==> config.mk <==
export PLATFORM = sky130hd
export DESIGN_NAME = div_sched_ctrl
export DESIGN_NICKNAME = d
export VERILOG_FILES = /design/src/rtl/div_sched_ctrl.sv
export SDC_FILE = /design/constraint.sdc
export NUM_CORES = 1
export LEC_CHECK = 0
export CORE_AREA = 2 2 95 97
export CTS_CLUSTER_DIAMETER = 100
export CTS_CLUSTER_SIZE = 40
export DETAILED_ROUTE_END_ITERATION = 8
export DIE_AREA = 0 0 97 99
export PLACE_DENSITY = 0.46
export SETUP_SLACK_MARGIN = 0.5
export SLEW_MARGIN = 20
export SYNTH_ARGS = -nofsm -noshare
export SYNTH_HDL_FRONTEND = slang
export SYNTH_SLANG_ARGS = --single-unit
==> constraint.sdc <==
create_clock -name clk -period 4.98 [get_ports clk]
set_clock_uncertainty 0.2 [all_clocks]
set_input_delay 0.996 -clock clk [delete_from_list [all_inputs] [get_ports clk]]
set_output_delay 0.996 -clock clk [all_outputs]
set_load 0.01 [all_outputs]
==> src/rtl/div_sched_ctrl.sv <==
// Run-time controller for the counter-based clock divider: start/stop sequencing,
// period-aligned ratio updates over valid/ready, and a registered enable/phase output.
module div_sched_ctrl #(
  parameter int CNT_W   = 8,
  parameter int DEF_DIV = 4,
  parameter int PCNT_W  = 2
) (
  input  logic              clk,
  input  logic              rst,
  input  logic              en,
  input  logic              cfg_vld,
  input  logic [CNT_W-1:0]  cfg_div,
  output logic              cfg_rdy,
  output logic              cfg_err,
  output logic              div_en,
  output logic              div_phase,
  output logic [PCNT_W-1:0] po_cnt,
  output logic              busy
);

  typedef enum logic [1:0] {
    IDLE = 2'd0,
    RUN  = 2'd1,
    PEND = 2'd2,
    STOP = 2'd3
  } state_t;

  localparam logic [CNT_W-1:0]  DEF_DIV_C = CNT_W'(DEF_DIV);
  localparam logic [CNT_W-1:0]  ONE_C     = CNT_W'(1);
  localparam logic [CNT_W-1:0]  ZERO_C    = {CNT_W{1'b0}};
  localparam logic [PCNT_W-1:0] PO_ONE_C  = PCNT_W'(1);

  state_t             state_r, state_s;
  logic [CNT_W-1:0]   cnt_r, cnt_s;
  logic [CNT_W-1:0]   cur_div_r, cur_div_s;
  logic [CNT_W-1:0]   pend_div_r, pend_div_s;
  logic               pend_r, pend_s;
  logic               xfer_s, legal_s, tc_s, active_s;
  logic [CNT_W-1:0]   cnt_inc_s;

  logic               cfg_rdy_r, cfg_err_r, div_en_r, div_phase_r, busy_r;
  logic [PCNT_W-1:0]  po_cnt_r;

  // Next-state, counter and ratio bookkeeping; outputs are later registered from these values.
  always_comb begin
    state_s    = state_r;
    cnt_s      = cnt_r;
    cur_div_s  = cur_div_r;
    pend_s     = pend_r;
    pend_div_s = pend_div_r;
    xfer_s     = cfg_vld && cfg_rdy_r;
    legal_s    = (cfg_div > ONE_C);
    tc_s       = (cnt_r == (cur_div_r - ONE_C));
    cnt_inc_s  = tc_s ? ZERO_C : (cnt_r + ONE_C);

    case (state_r)
      IDLE: begin
        cnt_s = ZERO_C;
        if (xfer_s && legal_s) begin
          cur_div_s = cfg_div;
        end else begin
          cur_div_s = cur_div_r;
        end
        state_s = en ? RUN : IDLE;
      end
      RUN: begin
        cnt_s = cnt_inc_s;
        if (xfer_s && legal_s) begin
          pend_s     = 1'b1;
          pend_div_s = cfg_div;
        end else begin
          pend_s = pend_r;
        end
        if (!en) begin
          state_s = STOP;
        end else if (xfer_s && legal_s) begin
          state_s = PEND;
        end else begin
          state_s = RUN;
        end
      end
      PEND: begin
        cnt_s = cnt_inc_s;
        if (tc_s) begin
          cur_div_s = pend_div_r;
          pend_s    = 1'b0;
          state_s   = en ? RUN : STOP;
        end else if (!en) begin
          state_s = STOP;
        end else begin
          state_s = PEND;
        end
      end
      STOP: begin
        cnt_s = cnt_inc_s;
        if (tc_s) begin
          // Period boundary: any ratio waiting (or arriving now) becomes current.
          if (pend_r) begin
            cur_div_s = pend_div_r;
            pend_s    = 1'b0;
          end else if (xfer_s && legal_s) begin
            cur_div_s = cfg_div;
          end else begin
            cur_div_s = cur_div_r;
          end
          state_s = en ? RUN : IDLE;
        end else begin
          if (xfer_s && legal_s) begin
            pend_s     = 1'b1;
            pend_div_s = cfg_div;
          end else begin
            pend_s = pend_r;
          end
          if (en) begin
            state_s = pend_s ? PEND : RUN;
          end else begin
            state_s = STOP;
          end
        end
      end
      default: begin
        state_s = IDLE;
        cnt_s   = ZERO_C;
      end
    endcase

    active_s = (state_s != IDLE);
  end

  // State, counter and ratio registers.
  always_ff @(posedge clk or negedge rst) begin
    if (!rst) begin
      state_r    <= IDLE;
      cnt_r      <= ZERO_C;
      cur_div_r  <= DEF_DIV_C;
      pend_r     <= 1'b0;
      pend_div_r <= DEF_DIV_C;
    end else begin
      state_r    <= state_s;
      cnt_r      <= cnt_s;
      cur_div_r  <= cur_div_s;
      pend_r     <= pend_s;
      pend_div_r <= pend_div_s;
    end
  end

  // Output registers, decoded from next-state so each reflects the cycle it is seen in.
  always_ff @(posedge clk or negedge rst) begin
    if (!rst) begin
      cfg_rdy_r   <= 1'b1;
      cfg_err_r   <= 1'b0;
      div_en_r    <= 1'b0;
      div_phase_r <= 1'b0;
      busy_r      <= 1'b0;
      po_cnt_r    <= {PCNT_W{1'b0}};
    end else begin
      cfg_rdy_r   <= !pend_s;
      cfg_err_r   <= xfer_s && !legal_s;
      div_en_r    <= active_s && (cnt_s == (cur_div_s - ONE_C));
      div_phase_r <= active_s && (cnt_s >= (cur_div_s >> 1));
      busy_r      <= active_s;
      po_cnt_r    <= ((state_r != IDLE) && tc_s) ? (po_cnt_r + PO_ONE_C) : po_cnt_r;
    end
  end

  assign cfg_rdy   = cfg_rdy_r;
  assign cfg_err   = cfg_err_r;
  assign div_en    = div_en_r;
  assign div_phase = div_phase_r;
  assign po_cnt    = po_cnt_r;
  assign busy      = busy_r;

endmodule

# After elaboration in Yosys (flattened, before gate mapping)
# Index checks and enable logic that the tools add are counted.
[classes] add_sub_neg=4 n_mul=0 n_div=0 n_lt_le_gt_ge=2 eq_ne=6 shift=0 muxes=26 n_bitwise=0 n_reduce_logical=14
[ops] operator="8-bit two-way mux" count=7
[ops] operator="8-bit case mux with 2 select lines" count=2
[ops] operator="8-bit case mux with 3 select lines" count=1
[ops] operator="8-bit equality test" count=2
[ops] operator="8-bit by 1-bit subtractor with 8-bit output (second input constant)" count=2
[ops] operator="2-bit two-way mux" count=7
[ops] operator="8-bit by 1-bit adder with 8-bit output (second input constant)" count=1
[ops] operator="8-bit by 7-bit greater-or-equal comparator with 1-bit output" count=1
[ops] operator="8-bit by 1-bit > comparator with 1-bit output (second input constant)" count=1
[ops] operator="2-bit case mux with 4 select lines" count=1
[ops] operator="1-bit two-way mux" count=7
[ops] operator="1-bit logical AND" count=6
[ops] operator="2-bit nonzero test" count=3
[ops] operator="2-bit equality test (second input constant)" count=2
[ops] operator="1-bit case mux with 3 select lines" count=1
[ops] operator="3-bit OR reduction" count=1
[ops] operator="2-bit by 1-bit adder with 2-bit output (second input constant)" count=1
[ops] operator="2-bit by 1-bit equality test with 1-bit output (second input constant)" count=1
[ops] operator="1-bit zero test" count=2
[ops] operator="2-bit zero test" count=1
[ops] operator="2-bit != test (second input constant)" count=1
[ops] operator="2-bit AND reduction" count=1
[word_totals] ff_bits=34 latch_bits=0 ramBits=0 mem_bits_ro=0 input_bits=12 out_inout_bits=7 elab_cells=63 mem_count=0

# Logic depth before layout (Yosys ltp)
[logic_depth] depth_word=11 mapped_depth=19

# Worst setup path before layout
# Ideal clock, no wire load.
[synth_path] path_kind="input-to-reg" startpoint="input cfg_div[3]" endpoint="register div_en_r (netlist: div_en)" arrival_time_ps=4039 required_ps=4669 slack_ps=630 path_stages=16 path_buffers=1 cell_sequence="or4_1 -> o21a_1 -> mux2_2 -> o21ai_0 -> and4_1 -> a41oi_1 -> and2_1 -> clkbuf_1 -> inv_1 -> ha_1 -> inv_1 -> a211oi_2 -> xor2_1 -> and3_1 -> a311oi_1 -> a2111oi_2"
[synth_via] word_cells_on_any_way=19
[synth_rtl] element="start, declared" line_no="12" text="input logic [CNT_W-1:0] cfg_div,"
[synth_rtl] element="8-bit by 1-bit > comparator with 1-bit output *" line_no="52" text="legal_s = (cfg_div > ONE_C);"
[synth_rtl] element="1-bit logical AND *" line_no="59, 101"
[synth_rtl] element="8-bit two-way mux *" line_no="59, 101"
[synth_rtl] element="8-bit two-way mux" line_no="98" text="if (pend_r) begin"
[synth_rtl] element="8-bit two-way mux" line_no="96" text="if (tc_s) begin"
[synth_rtl] element="8-bit case mux with 3 select lines *" line_no="56" text="case (state_r)"
[synth_rtl] element="via cur_div_s[0]" line_no="35" text="logic [CNT_W-1:0] cur_div_r, cur_div_s;"
[synth_rtl] element="8-bit by 1-bit subtractor with 8-bit output *" line_no="159" text="div_en_r <= active_s && (cnt_s == (cur_div_s - ONE_C));"
[synth_rtl] element="8-bit equality test *" line_no="159"
[synth_rtl] element="1-bit logical AND *" line_no="159"
[synth_rtl] element="end signal, assigned" line_no="159"
[synth_rtl] element="end, declared" line_no="41" text="logic cfg_rdy_r, cfg_err_r, div_en_r, div_phase_r, busy_r;"
# Mark *: on every way through the listed nets, which the timed path passes. The rest lies on a longest branch. The select of a mux whose other input is x is not followed.
# A chain may end at the register's enable or synchronous reset.

# Worst setup path after layout
[layout_path] startpoint="input cfg_div[5]" endpoint="register div_en_r (netlist: div_en)"
# Same word-level chain as after synthesis.

==> flow_summary_export.csv <==
group,metric,value,unit
routing,drtPass1Iterations,4,
floorplan,io_pins,19,
final_layout,multi_input_area,1612,µm²
final_layout,area_growth,22.07,%
floorplan,start_util,0.2944,
logic_synthesis,synth.cell_area,2517,µm²
final_layout,fill_cells,888,
sta,hold_viol_final,0,
sta,worst-slew-pin-transition,830.5,ps
logic_synthesis,ys_warn_count,0,
grt,grt_max_degree,35,
logic_synthesis,synth_compound_area_frac,0.2227,
placement,gp_congestion,0.8660,
logic_synthesis,synthXorXnorAreaFrac,0.07654,
sta,fin_crit,4303,ps
final_layout,layout-drive-gt1-share,0.1581,
logic_synthesis,ys_seq_area_frac,0.3395,
logic_synthesis,synth_top_family_by_area,"simple AND/OR/NAND/NOR gates",
sta,rsz0062_at_grt,"true",
routing,totalWireLength,7182,µm
final_layout,final_cell_area,3073,µm²
logic_synthesis,synthDistinctLibCells,63,
grt,grt_pass1_vias,2224,
power_and_ir_drop,p_leak,1.355,nW
logic_synthesis,avgSynthCellArea,8.419,µm²
cts,insertion_delay,290,ps
floorplan,die_h,99,µm
setup_path,cp.required,4970,ps
floorplan,die_w,97,µm
cts,clk_path_buf_depth,2,
hold_path,hold_class,"flop to flop",
cts,cts_buffers,5,
logic_synthesis,syn_inst,299,
placement,port_buffers,18,
power_and_ir_drop,irDropWorstVdd,0.0002292,V
cts,h-tree-depth,2,
setup_path,critPathSlowestCell,"or4_4",
logic_synthesis,syn_nets,321,
cts,cts.sinks,34,
power_and_ir_drop,p_per_area,539.7,nW/µm²
grt,antenna_found_initial,0,
final_layout,regArea,854.6,µm²
setup_path,cp-start-kind,"input port",
setup_path,cpPeakStageDelay,460,ps
logic_synthesis,ys.flop_type,"dfrtp_1",
cts,cts-root-buf,"clkbuf_8",
sta,final-max-slew-violation-count,0,
sta,setup_viol_count_final,0,
setup_path,critical_path_class,"input port to flop",
placement,place_area,2878,µm²
routing,avgRoutedWirePerCell,16.43,µm
routing,num_vias,2280,
placement,dp_hpwl,5438,µm
logic_synthesis,async_flop_share,1.000,
grt,gr-total-overflow,0,
sta,slew_headroom,0.4463,
setup_path,cp-end-kind,"flop",
logic_synthesis,synth-edff-count,0,
floorplan,rows,34,
sta,fin_setup_tns,0,ps
cts,clk_pin_slew,80,ps
sta,period_share,0.8641,
grt,grt_use_total,0.1544,
final_layout,nets,350,
job,drv_cap,0,
setup_path,crit_arrival,4290,ps
setup_path,worstPathCellList,"clkdlybuf4s50_1 > or4_4 > o21ai_1 > nor2_1 > a211oi_1 > a311oi_4 > buf_4 > a211oi_4 > nand2_1 > xor2_1 > a211o_1 > a2111oi_2",
routing,drc_errors,0,
floorplan,coreArea,8551,µm²
logic_synthesis,muxShareOfSynthArea,0.02435,
floorplan,die_area,9603,µm²
routing,via_per_inst,5.217,
grt,grt_pass1_wl,11760,µm
logic_synthesis,synth_seq_cells,34,
setup_path,crit_fanout,5,
sta,fmax,232.4,MHz
cts,cts_tree,"yes",
run_status,status,"finished, final reports clean",
logic_synthesis,synthAdderAreaFrac,0.04970,
routing,ant_nets,0,
final_layout,diodes,0,
routing,drt-initial-drc-count,125,
logic_synthesis,synth-simple-area-share,0.2416,
final_layout,fin_util,0.3594,
[cell type report]
cell class                 count  share of cell area
clock inverter                 3             0.01303
timing repair buffer          32             0.09365
inverter                      20             0.02443
multi-input combinational    235              0.5244
sequential                    34              0.2781
clock buffer                   5             0.02239
tap                          108             0.04397
[cells in the final DEF, fill, tap and decap left out, drive strengths merged, types with 11 or more instances in the layout]
| master | count |
|---|---|
| nor2 | 24 |
| o21ai | 22 |
| nand3 | 14 |
| dfrtp | 31 |
| clkdlybuf4s50 | 14 |
| a21oi | 11 |
| inv | 19 |
| xor2 | 14 |
| buf | 15 |
| nand2 | 45 |
[flip-flops by register name (all words and copies together) (netlist names)]
signal and cells:
busy 1, cfg_err 1, cfg_rdy 1, cnt_r 8, cur_div_r 8, div_en 1
div_phase 1, pend_div_r 8, pend_r 1, po_cnt 2, state_r 2
[per-stage QoR]
step	setup WS, ps	hold slack (ps)	power [mW]	std cells
2_1_floorplan	630.1	245.4	1.094	299
3_3_place_gp	127.4	259.4	1.361	427
3_5_place_dp	96.44	262.5	1.361	427
4_1_cts	506.5	273.1	1.634	435
5_1_grt	462.1	304.5	1.807	437
6_report	676.9	271.3	1.658	437
[path summary, 6_finish.rpt]
path / start / end / slack [ps] / cells after the start
min: pend_div_r[2] / pend_div_r[2] / 270 / 2
min in group asynchronous: rst / po_cnt[1] / 600 / 1
max in group asynchronous: rst / state_r[1] / 3450 / 1
min reg2reg: pend_div_r[2] / pend_div_r[2] / 270 / 2
max: cfg_div[5] / div_en / 680 / 12
max reg2reg: cur_div_r[0] / div_en / 890 / 15
[worst max-delay path, delay by kind of cell]
kind / cells / cell delay [ps]
compound gates: 6 / 1750
buf+inv: 2 / 640
simple gates: 3 / 760
xor+xnor: 1 / 150
[kinds of logic (layout without fill, tap and decap cells)]
group                      after synthesis  after routing
and+or+nand+nor                        124            124
AOI/OAI and AO/OA                       73             73
xor gates and xnor gates                22             22
buffers and inverters                   30             60
muxes                                    6              6
adders and majority gates               10             10
DFF                                     34             34
[metal layers]
metal  share of wire  track usage  vias up
li1                -            -     1126
met1            0.50       0.2173     1113
met2            0.46       0.2436       31
met3           0.021      0.02553       10
met4           0.020      0.04767        0
met5               0            0        -
[synth_stat cells (all sizes together) (2+ instances only)]
| library cell | number | share of area |
|---|---|---|
| and4 | 2 | 0.0070 |
| a211o | 2 | 0.0070 |
| nor2 | 24 | 0.037 |
| a22oi | 3 | 0.0089 |
| nor3 | 6 | 0.012 |
| clkbuf | 8 | 0.012 |
| nand2 | 45 | 0.068 |
| o21ai | 22 | 0.045 |
| and2 | 3 | 0.0075 |
| ha | 10 | 0.050 |
| dfstp | 3 | 0.031 |
| a311o | 2 | 0.0080 |
| a211oi | 8 | 0.031 |
| a21oi | 11 | 0.026 |
| nand3 | 14 | 0.030 |
| xnor2 | 8 | 0.028 |
| nand2b | 5 | 0.012 |
| o21a | 2 | 0.0060 |
| and3 | 7 | 0.017 |
| o31ai | 3 | 0.0089 |
| xor2 | 14 | 0.049 |
| a311oi | 3 | 0.020 |
| a31oi | 4 | 0.0099 |
| nor4 | 5 | 0.012 |
| or4 | 2 | 0.0075 |
| a32oi | 3 | 0.016 |
| nor2b | 2 | 0.0050 |
| or3 | 3 | 0.0075 |
| dfrtp | 31 | 0.31 |
| inv | 19 | 0.028 |
| buf | 2 | 0.0040 |
| mux2i | 5 | 0.020 |
[what timing repair did]
item	4_1_cts	5_1_grt
setup endpoints to repair	2	2
hold buffers	0	0
pin swaps	1	7
resized for setup	4	15
gates cloned	0	0
setup buffers	0	2
endpoints found under the hold margin	0	0
[power breakdown]
group          switching [mW]  total [mW]  leakage [nW]  internal, mW
combinational           0.522       0.886         0.884         0.364
sequential              0.134       0.512         0.414         0.378
clock                   0.113       0.260        0.0579         0.148
total                   0.768        1.66          1.36         0.890
No activity file was read; power rests on OpenSTA's default activity.
